[src/rtl/game_sequencer.sv]
// game_sequencer: brick-breaker round controller (attract, serve, play, ball-lost, win, lose).
// Define GAME_PAUSE_EN to build the PAUSE state driven by pause_sw.
module game_sequencer #(
    parameter int LIVES        = 3,
    parameter int SERVE_FRAMES = 60,
    parameter int LOST_FRAMES  = 30,
    parameter int SPEEDUP_HITS = 5,
    parameter int MAX_SPEED    = 3
) (
    input  logic       clk,
    input  logic       rst,
    input  logic       start,
    input  logic       pause_sw,
    input  logic       vsync,
    input  logic       ball_lost,
    input  logic       block_hit,
    input  logic       all_cleared,
    output logic [2:0] state_o,
    output logic       ball_run,
    output logic       ball_reset,
    output logic       frame_en,
    output logic [1:0] lives,
    output logic [1:0] speed_level,
    output logic       win,
    output logic       lose
);

    localparam int MAX_FRAMES = (SERVE_FRAMES > LOST_FRAMES) ? SERVE_FRAMES : LOST_FRAMES;
    localparam int FCW        = $clog2(MAX_FRAMES) + 1;
    localparam int HCW        = (SPEEDUP_HITS > 1) ? $clog2(SPEEDUP_HITS) : 1;

    localparam logic [FCW-1:0] SERVE_LAST = FCW'(SERVE_FRAMES - 1);
    localparam logic [FCW-1:0] LOST_LAST  = FCW'(LOST_FRAMES - 1);
    localparam logic [HCW-1:0] HIT_LAST   = HCW'(SPEEDUP_HITS - 1);
    localparam logic [1:0]     LIVES_INIT = 2'(LIVES);
    localparam logic [1:0]     SPEED_MAX  = 2'(MAX_SPEED);

    typedef enum logic [2:0] {
        S_IDLE  = 3'd0,
        S_SERVE = 3'd1,
        S_PLAY  = 3'd2,
        S_LOST  = 3'd3,
        S_WIN   = 3'd4,
        S_LOSE  = 3'd5,
        S_PAUSE = 3'd6
    } state_e;

    state_e           state_q, state_d;
    logic             start_q, vsync_q;
    logic [1:0]       lives_q, lives_d;
    logic [1:0]       speed_q, speed_d;
    logic [HCW-1:0]   hit_cnt_q, hit_cnt_d;
    logic [FCW-1:0]   frame_cnt_q, frame_cnt_d;
    logic             ball_run_q, ball_run_d;
    logic             ball_reset_q, ball_reset_d;
    logic             frame_en_q, frame_en_d;
    logic             win_q, win_d;
    logic             lose_q, lose_d;

    logic start_rise;
    logic frame_tick;
    logic play_active;

    assign start_rise = start & ~start_q;
    assign frame_tick = vsync & ~vsync_q;

    // State register and all datapath/output flops.
    always_ff @(posedge clk) begin
        if (!rst) begin
            state_q      <= S_IDLE;
            start_q      <= 1'b0;
            vsync_q      <= 1'b0;
            lives_q      <= LIVES_INIT;
            speed_q      <= '0;
            hit_cnt_q    <= '0;
            frame_cnt_q  <= '0;
            ball_run_q   <= 1'b0;
            ball_reset_q <= 1'b0;
            frame_en_q   <= 1'b0;
            win_q        <= 1'b0;
            lose_q       <= 1'b0;
        end else begin
            // NOTE: non-blocking so every flop samples the values from before this edge.
            state_q      <= state_d;
            start_q      <= start;
            vsync_q      <= vsync;
            lives_q      <= lives_d;
            speed_q      <= speed_d;
            hit_cnt_q    <= hit_cnt_d;
            frame_cnt_q  <= frame_cnt_d;
            ball_run_q   <= ball_run_d;
            ball_reset_q <= ball_reset_d;
            frame_en_q   <= frame_en_d;
            win_q        <= win_d;
            lose_q       <= lose_d;
        end
    end

    // Next-state logic.
    always_comb begin
        // NOTE: assign a default before the case so no path can infer a latch.
        state_d = state_q;
        case (state_q)
            S_IDLE: begin
                if (start_rise) state_d = S_SERVE;
            end
            S_SERVE: begin
                if (start_rise || (frame_tick && frame_cnt_q == SERVE_LAST)) state_d = S_PLAY;
            end
            S_PLAY: begin
                if (all_cleared) begin
                    state_d = S_WIN;
                end else if (ball_lost) begin
                    state_d = (lives_q == 2'd1) ? S_LOSE : S_LOST;
                end
`ifdef GAME_PAUSE_EN
                if (pause_sw) state_d = S_PAUSE;
`endif
            end
            S_LOST: begin
                if (frame_tick && frame_cnt_q == LOST_LAST) state_d = S_SERVE;
            end
            S_WIN, S_LOSE: begin
                if (start_rise) state_d = S_IDLE;
            end
            S_PAUSE: begin
`ifdef GAME_PAUSE_EN
                if (start_rise) begin
                    state_d = S_IDLE;
                end else if (!pause_sw) begin
                    state_d = S_PLAY;
                end
`else
                state_d = S_IDLE;
`endif
            end
            default: state_d = S_IDLE;
        endcase
    end

`ifndef GAME_PAUSE_EN
    logic unused_pause_sw;
    assign unused_pause_sw = pause_sw;
`endif

    // A PLAY cycle that is leaving for PAUSE counts no events.
    assign play_active = (state_q == S_PLAY) && (state_d != S_PAUSE);

    // Datapath and registered-output logic, all keyed off the next state.
    always_comb begin
        lives_d      = lives_q;
        speed_d      = speed_q;
        hit_cnt_d    = hit_cnt_q;
        frame_cnt_d  = frame_cnt_q;
        ball_reset_d = 1'b0;
        frame_en_d   = 1'b0;

        if (state_d != state_q) begin
            frame_cnt_d = '0;
        end else if (frame_tick && (state_q == S_SERVE || state_q == S_LOST)) begin
            frame_cnt_d = frame_cnt_q + FCW'(1);
        end

        if (play_active) begin
            frame_en_d = frame_tick;
            if (block_hit) begin
                if (hit_cnt_q == HIT_LAST) begin
                    hit_cnt_d = '0;
                    if (speed_q < SPEED_MAX) speed_d = speed_q + 2'd1;
                end else begin
                    hit_cnt_d = hit_cnt_q + HCW'(1);
                end
            end
            if (state_d == S_LOST || state_d == S_LOSE) lives_d = lives_q - 2'd1;
        end

        if (state_d == S_SERVE && state_q != S_SERVE) ball_reset_d = 1'b1;

        if (state_d == S_IDLE) begin
            lives_d   = LIVES_INIT;
            speed_d   = '0;
            hit_cnt_d = '0;
        end

        ball_run_d = (state_d == S_PLAY);
        win_d      = (state_d == S_WIN);
        lose_d     = (state_d == S_LOSE);
    end

    assign state_o     = state_q;
    assign ball_run    = ball_run_q;
    assign ball_reset  = ball_reset_q;
    assign frame_en    = frame_en_q;
    assign lives       = lives_q;
    assign speed_level = speed_q;
    assign win         = win_q;
    assign lose        = lose_q;

    // Structural invariants of the registered outputs.
    a_speed_sat: assert property (@(posedge clk) disable iff (!rst) speed_q <= SPEED_MAX);
    a_run_play:  assert property (@(posedge clk) disable iff (!rst) ball_run_q == (state_q == S_PLAY));
    a_win_state: assert property (@(posedge clk) disable iff (!rst) win_q == (state_q == S_WIN));
    a_lose_state: assert property (@(posedge clk) disable iff (!rst) lose_q == (state_q == S_LOSE));
    a_reset_serve: assert property (@(posedge clk) disable iff (!rst) ball_reset_q |-> state_q == S_SERVE);

endmodule

[config.mk]
export PLATFORM = sky130hd
export DESIGN_NAME = game_sequencer
export DESIGN_NICKNAME = d
export VERILOG_FILES = /design/src/rtl/game_sequencer.sv
export SDC_FILE = /design/constraint.sdc
export NUM_CORES = 1
export LEC_CHECK = 0
export CORE_ASPECT_RATIO = 0.5
export CORE_MARGIN = 2
export CORE_UTILIZATION = 30
export CTS_BUF_LIST = sky130_fd_sc_hd__clkbuf_8 sky130_fd_sc_hd__clkbuf_16
export DETAILED_ROUTE_END_ITERATION = 10
export HOLD_SLACK_MARGIN = 0.06
export PLACE_DENSITY = 0.52
export SLEW_MARGIN = 30
export SYNTH_ARGS = -nofsm -noshare
export SYNTH_HDL_FRONTEND = slang
export SYNTH_SLANG_ARGS = --single-unit
[constraint.sdc]
create_clock -name clk -period 2.1 [get_ports clk]
set_input_delay 0.42 -clock clk [delete_from_list [all_inputs] [get_ports clk]]
set_output_delay 0.42 -clock clk [all_outputs]
set_load 0.01 [all_outputs]
After elaboration in Yosys (flattened, before gate mapping)

Index checks and enable logic that the tools add are counted.

Flip-flop bits (word level): 24
Latch bits: 0
RAM bits: 0
Memory bits (read-only): 0
Input bits: 8
Output and inout bits: 12
Logic and storage cells: 66
Memories: 0

Add/sub/neg operators: 4
$mul: 0
Divide/modulo/power cells: 0
Order comparisons: 1
Equal/unequal tests: 17
Shifts and indexed selects: 0
Muxes and demuxes: 10
Bitwise operators: 5
Reductions and logical operators: 17

Operators by type and width:

| cell                | count |
|---|---|
| $mux 3              | 8 |
| $eq 3x3->1 const B  | 5 |
| $pmux 3 s5          | 1 |
| $eq 3x2->1 const B  | 4 |
| $add 7x1->7 const B | 1 |
| $eq 7x5->1 const B  | 1 |
| $eq 7x6->1 const B  | 1 |
| $eq 3x1->1 const B  | 2 |
| $logic_not 3->1     | 2 |
| $reduce_and 2->1    | 3 |
| $reduce_or 2->1     | 3 |
| $logic_and 1x1->1   | 5 |
| $reduce_and 4->1    | 1 |
| $add 3x1->3 const B | 1 |
| $logic_or 1x1->1    | 3 |
| $ne 3x1->1 const B  | 1 |
| $ne 3x3->1          | 1 |
| $ne 3x3->1 const B  | 1 |
| $not 1->1           | 3 |
| $add 2x1->2 const B | 1 |
| $and 1x1->1         | 2 |
| $eq 2x1->1 const B  | 1 |
| $lt 2x2->1 const B  | 1 |
| $sub 2x1->2 const B | 1 |
| $mux 1              | 1 |

Longest topological paths before layout

Depth in word-level cells: 9
Depth in mapped cells: 6
Mapped depth without buffers: 6

Worst setup path after synthesis

OpenSTA, ideal clock, no wires.

Path type: input to register
Start: input port vsync
End: register frame_cnt_q[0]
Setup time: 0.135 ns
Arrival: 1.350 ns
Required time: 1.965 ns
Setup slack: 0.615 ns
Stages: 5
Path buffers: 1
Path through: or4b_4 o21ai_0 and2_1 buf_4 nor3_1

Word-level cells in the longest chain between the ends: 7
Elaborated cells between the ends (all ways): 10
Those cells by class: eq/ne (1); mux (3); bitwise (1); reduce/logical (5)

Ends and longest elaborated chain:

| element                   | line | RTL |
|---|---|---|
| from (decl)               | 14   | `input logic vsync,` |
| $and 1x1->1 (*)           | 65   | `assign frame_tick = vsync & ~vsync_q;` |
| $logic_and 1x1->1         | 108  | `if (start_rise \|\| (frame_tick && frame_cnt_q == SERVE_LAST)) state_d = S_PLAY;` |
| $logic_or 1x1->1          | 108  |  |
| $mux 3                    | 108  |  |
| $pmux 3 s5                | 103  | `case (state_q)` |
| $ne 3x3->1                | 158  | `if (state_d != state_q) begin` |
| $reduce_or 2->1 (no line) | --   |  |
| to (signal assigned)      | 90   | `frame_cnt_q <= frame_cnt_d;` |
| to (decl)                 | 53   | `logic [FCW-1:0] frame_cnt_q, frame_cnt_d;` |

Every way passes the cells marked *; elsewhere a longest branch is shown, timed or not.
A chain may end at the register's enable or synchronous reset.

Final worst setup path

Start: register state_q[1] (netlist: state_o[1])
End: output port state_o[1]

RTL lines:

| element                | line | RTL |
|---|---|---|
| from (decl)            | 48   | `state_e state_q, state_d;` |
| from (signal assigned) | 84   | `state_q <= state_d;` |
| to (decl)              | 18   | `output logic [2:0] state_o,` |

No word-level cell between the ends.

==> metrics.cfg <==
[critical_path]
reg2reg_depth = 4
cp_num_buf_inv = 1
worst_setup_path_end_kind = output port
startpoint = state_o[1]
cp_data_required_time_ns = 1.68
reg2reg_from = state_o[1]
r2r_end = hit_cnt_q[1]
crit_fanout = 14
critical-path-max-stage-delay_ns = 0.64
path_cells = clkdlybuf4s50_1
critPathSlowestCell = dfxtp_1
critical-path-top-delay-family = flip-flops
worstSetupPathType = reg -> out
regToRegSetupSlack_ns = 0.42
critPathArrivalTime_ns = 1.55
cp-start-kind = flop

[global_routing]
antenna_found_initial = 0
grt_pass1_wl_um = 4720
grt_start_max_net_pins = 15
grt_use_total_pct = 12.0
grt_pass1_vias = 986
gr-total-overflow = 0

[power]
p_sw_share_pct = 23.4
leakage_nw = 0.606
p_int_mw = 0.786
fin_total_pwr_mw = 1.03
p_sw_mw = 0.240
pwr-share-comb_pct = 12.7
power_frac_seq_pct = 46.7
clkPwrFrac_pct = 40.6
peakVddDrop_v = 0.000248
pwr_density_cell_nw_per_um2 = 627

[cells_and_area]
nets = 177
area_growth_pct = 26.4
fillers = 406
layout-drive-gt1-share_pct = 11.7
antenna_cells = 0
final_area_um2 = 1640

[synth]
synth_warnings = 0
synth_seq_area_share_pct = 37.1
yosys_register_bits = 24
ys.flop_type = dfxtp_1
synth_nets = 152
synthTopCellsByArea = dfxtp_1 (37%), ha_1 (5.8%), o211ai_1 (4.1%), and2_1 (3.4%), xor2_1 (3.4%)
syn_area_um2 = 1290
synth_area_per_cell_um2 = 9.38
synth-edff-count = 0
ys_types = 43
yosys.area.top_type = dfxtp_1
syn_inst = 138
async_flop_share_pct = 0
synth_top_area_share_pct = 37.1

[detailed_routing]
drt_iter0_markers = 43
wl_um = 2730
dr.pass1.iters = 4
vias = 1056
ant_nets = 0
vias_per_cell = 4.89
wl_per_cell_um = 12.6
drc = 0

[sta]
fin_crit_sh_pct = 93.8
worst_clock_skew_ns = 0.00528
fin_crit_ns = 1.97
relSlewSlack_pct = 66.8
worstMarginPinSlew_ns = 0.497
max_freq_mhz = 508
maxSlewViolCount = 0
finalSetupViolations = 0
rsz0062_at_grt = false
tns_ns = 0
final_hold_viol_count = 0

[cts]
cts_resized = 0
cts_tree = built
clock-root-buffer = clkbuf_8
cts_made_buffers = 3
clk_path_buf_depth = 2
holdBufCountCts = 0
cts_setup_buffers = 0
clk_pin_slew_worst_paths_ns = 0.09
worstSkewPairLatency_ns = 0.28
clkSinkCount = 24
htreeDepth = 1

[floorplanning]
die_y_um = 50.5
die-area_um2 = 4890
initial_core_util_pct = 32.2
core_um2 = 4020
rows = 16
die_x_um = 96.9
io_pins = 20

[placement]
io_buffers = 18
place_area_um2 = 1570
gp_congestion = 0.776
hpwl_um = 2030

[outcome]
status = completed

[flow_run]
drv_cap = 0

[min_path]
hold_depth = 2
hp-start = hit_cnt_q[0]
hold_class = reg -> reg
min_to = hit_cnt_q[0]

[synth_stat cells (2+ instances only)]
| cell | instances |
|---|---|
| o21ai_0 | 4 |
| ha_1 | 6 |
| buf_2 | 3 |
| nor2_1 | 2 |
| nand2b_1 | 2 |
| mux2i_1 | 3 |
| nor3_1 | 7 |
| nand4_1 | 6 |
| nand2_1 | 7 |
| dfxtp_1 | 24 |
| o21bai_1 | 2 |
| o211ai_1 | 7 |
| nor3_2 | 2 |
| nor3b_1 | 3 |
| a221oi_1 | 2 |
| nor2b_1 | 6 |
| xnor2_1 | 3 |
| xor2_1 | 5 |
| and2_1 | 7 |
| a21oi_1 | 3 |
| nand3_1 | 3 |
| inv_1 | 7 |
| a211oi_1 | 4 |
[placed cells by master, fill, tap and decap left out, drive strengths merged, types with 2 or more instances in the layout]
cell	synthesis	final
ha	6	6
xor2	5	5
nor3	9	9
clkdlybuf4s50	0	18
a21oi	3	3
o21ai	4	4
dfxtp	24	24
clkbuf	1	3
a221oi	2	2
nand4	6	6
nor2b	6	6
buf	5	8
o21bai	2	2
nand2b	3	3
inv	7	7
o211a	2	2
nor2	2	2
nand3	3	3
nor3b	4	4
mux2i	3	3
xnor2	3	3
a211oi	4	4
o211ai	7	7
nand2	7	7
and2	7	7
[through the flow]
stage	hold WS (ns)	utilization, %	cells	setup WS (ns)
floorplan	0.470	-	138	0.615
global placement	0.486	38.9	212	-0.000916
detailed placement	0.486	38.9	212	-0.0194
CTS	0.502	40.7	216	0.114
global route	0.529	40.7	216	0.0361
finish	0.498	40.7	216	0.131
[state kept, by name, summed over array words and instances, names as in the netlist]
signal and flops:
hit_cnt_q 3, speed_level 2, frame_en 1, lose 1, ball_run 1, start_q 1
win 1, vsync_q 1, state_o 3, ball_reset 1, lives 2, frame_cnt_q 7
[area by class of cell]
class,instances,area [um2],area share [%]
clock buffer,3,41.3,2.52
multi-input combinational,101,751,45.9
sequential,24,480,29.4
timing repair buffer,26,240,14.7
inverter,7,26.3,1.61
tap,54,67.6,4.13
clock inverter,1,30.0,1.83
[cell families (layout without fill, tap and decap cells)]
kind of cell	Yosys count	after routing	share of synthesized area, %
multiplexers	3	3	2.32
XOR/XNOR	8	8	5.41
buffers and inverters	13	37	4.93
flip-flops	24	24	37.1
adder cells (fa/ha/maj)	6	6	5.80
AO/OA/AOI/OAI	27	27	15.3
AND/OR/NAND/NOR	57	57	29.2
[power groups by stage]
stage / registers, mW / logic, mW / clock network, mW
after global routing: 0.482 / 0.143 / 0.446
after CTS: 0.480 / 0.131 / 0.431
after detailed placement: 0.491 / 0.130 / 0
after floorplan: 0.486 / 0.0791 / 0
final: 0.480 / 0.130 / 0.416
after global placement: 0.491 / 0.131 / 0
[worst max path at each step]
stage	to	slack, ns	cells after the start
6_report	state_o[1]	0.13	1
3_5_place_dp	ball_reset	-0.02	5
5_1_grt	state_o[1]	0.04	1
4_1_cts	state_o[1]	0.11	1
2_1_floorplan	frame_cnt_q[0]	0.61	5
3_3_place_gp	ball_reset	-0.0009	5
[routing by layer]
metal | up-vias | track usage (%) | wire [um]
li1 | 559 | - | -
met1 | 486 | 17.5 | 1540
met2 | 7 | 17.8 | 1100
met3 | 4 | 3.34 | 68
met4 | 0 | 2.11 | 21
met5 | - | 0 | 0
Power figures use the tool's default switching activity.
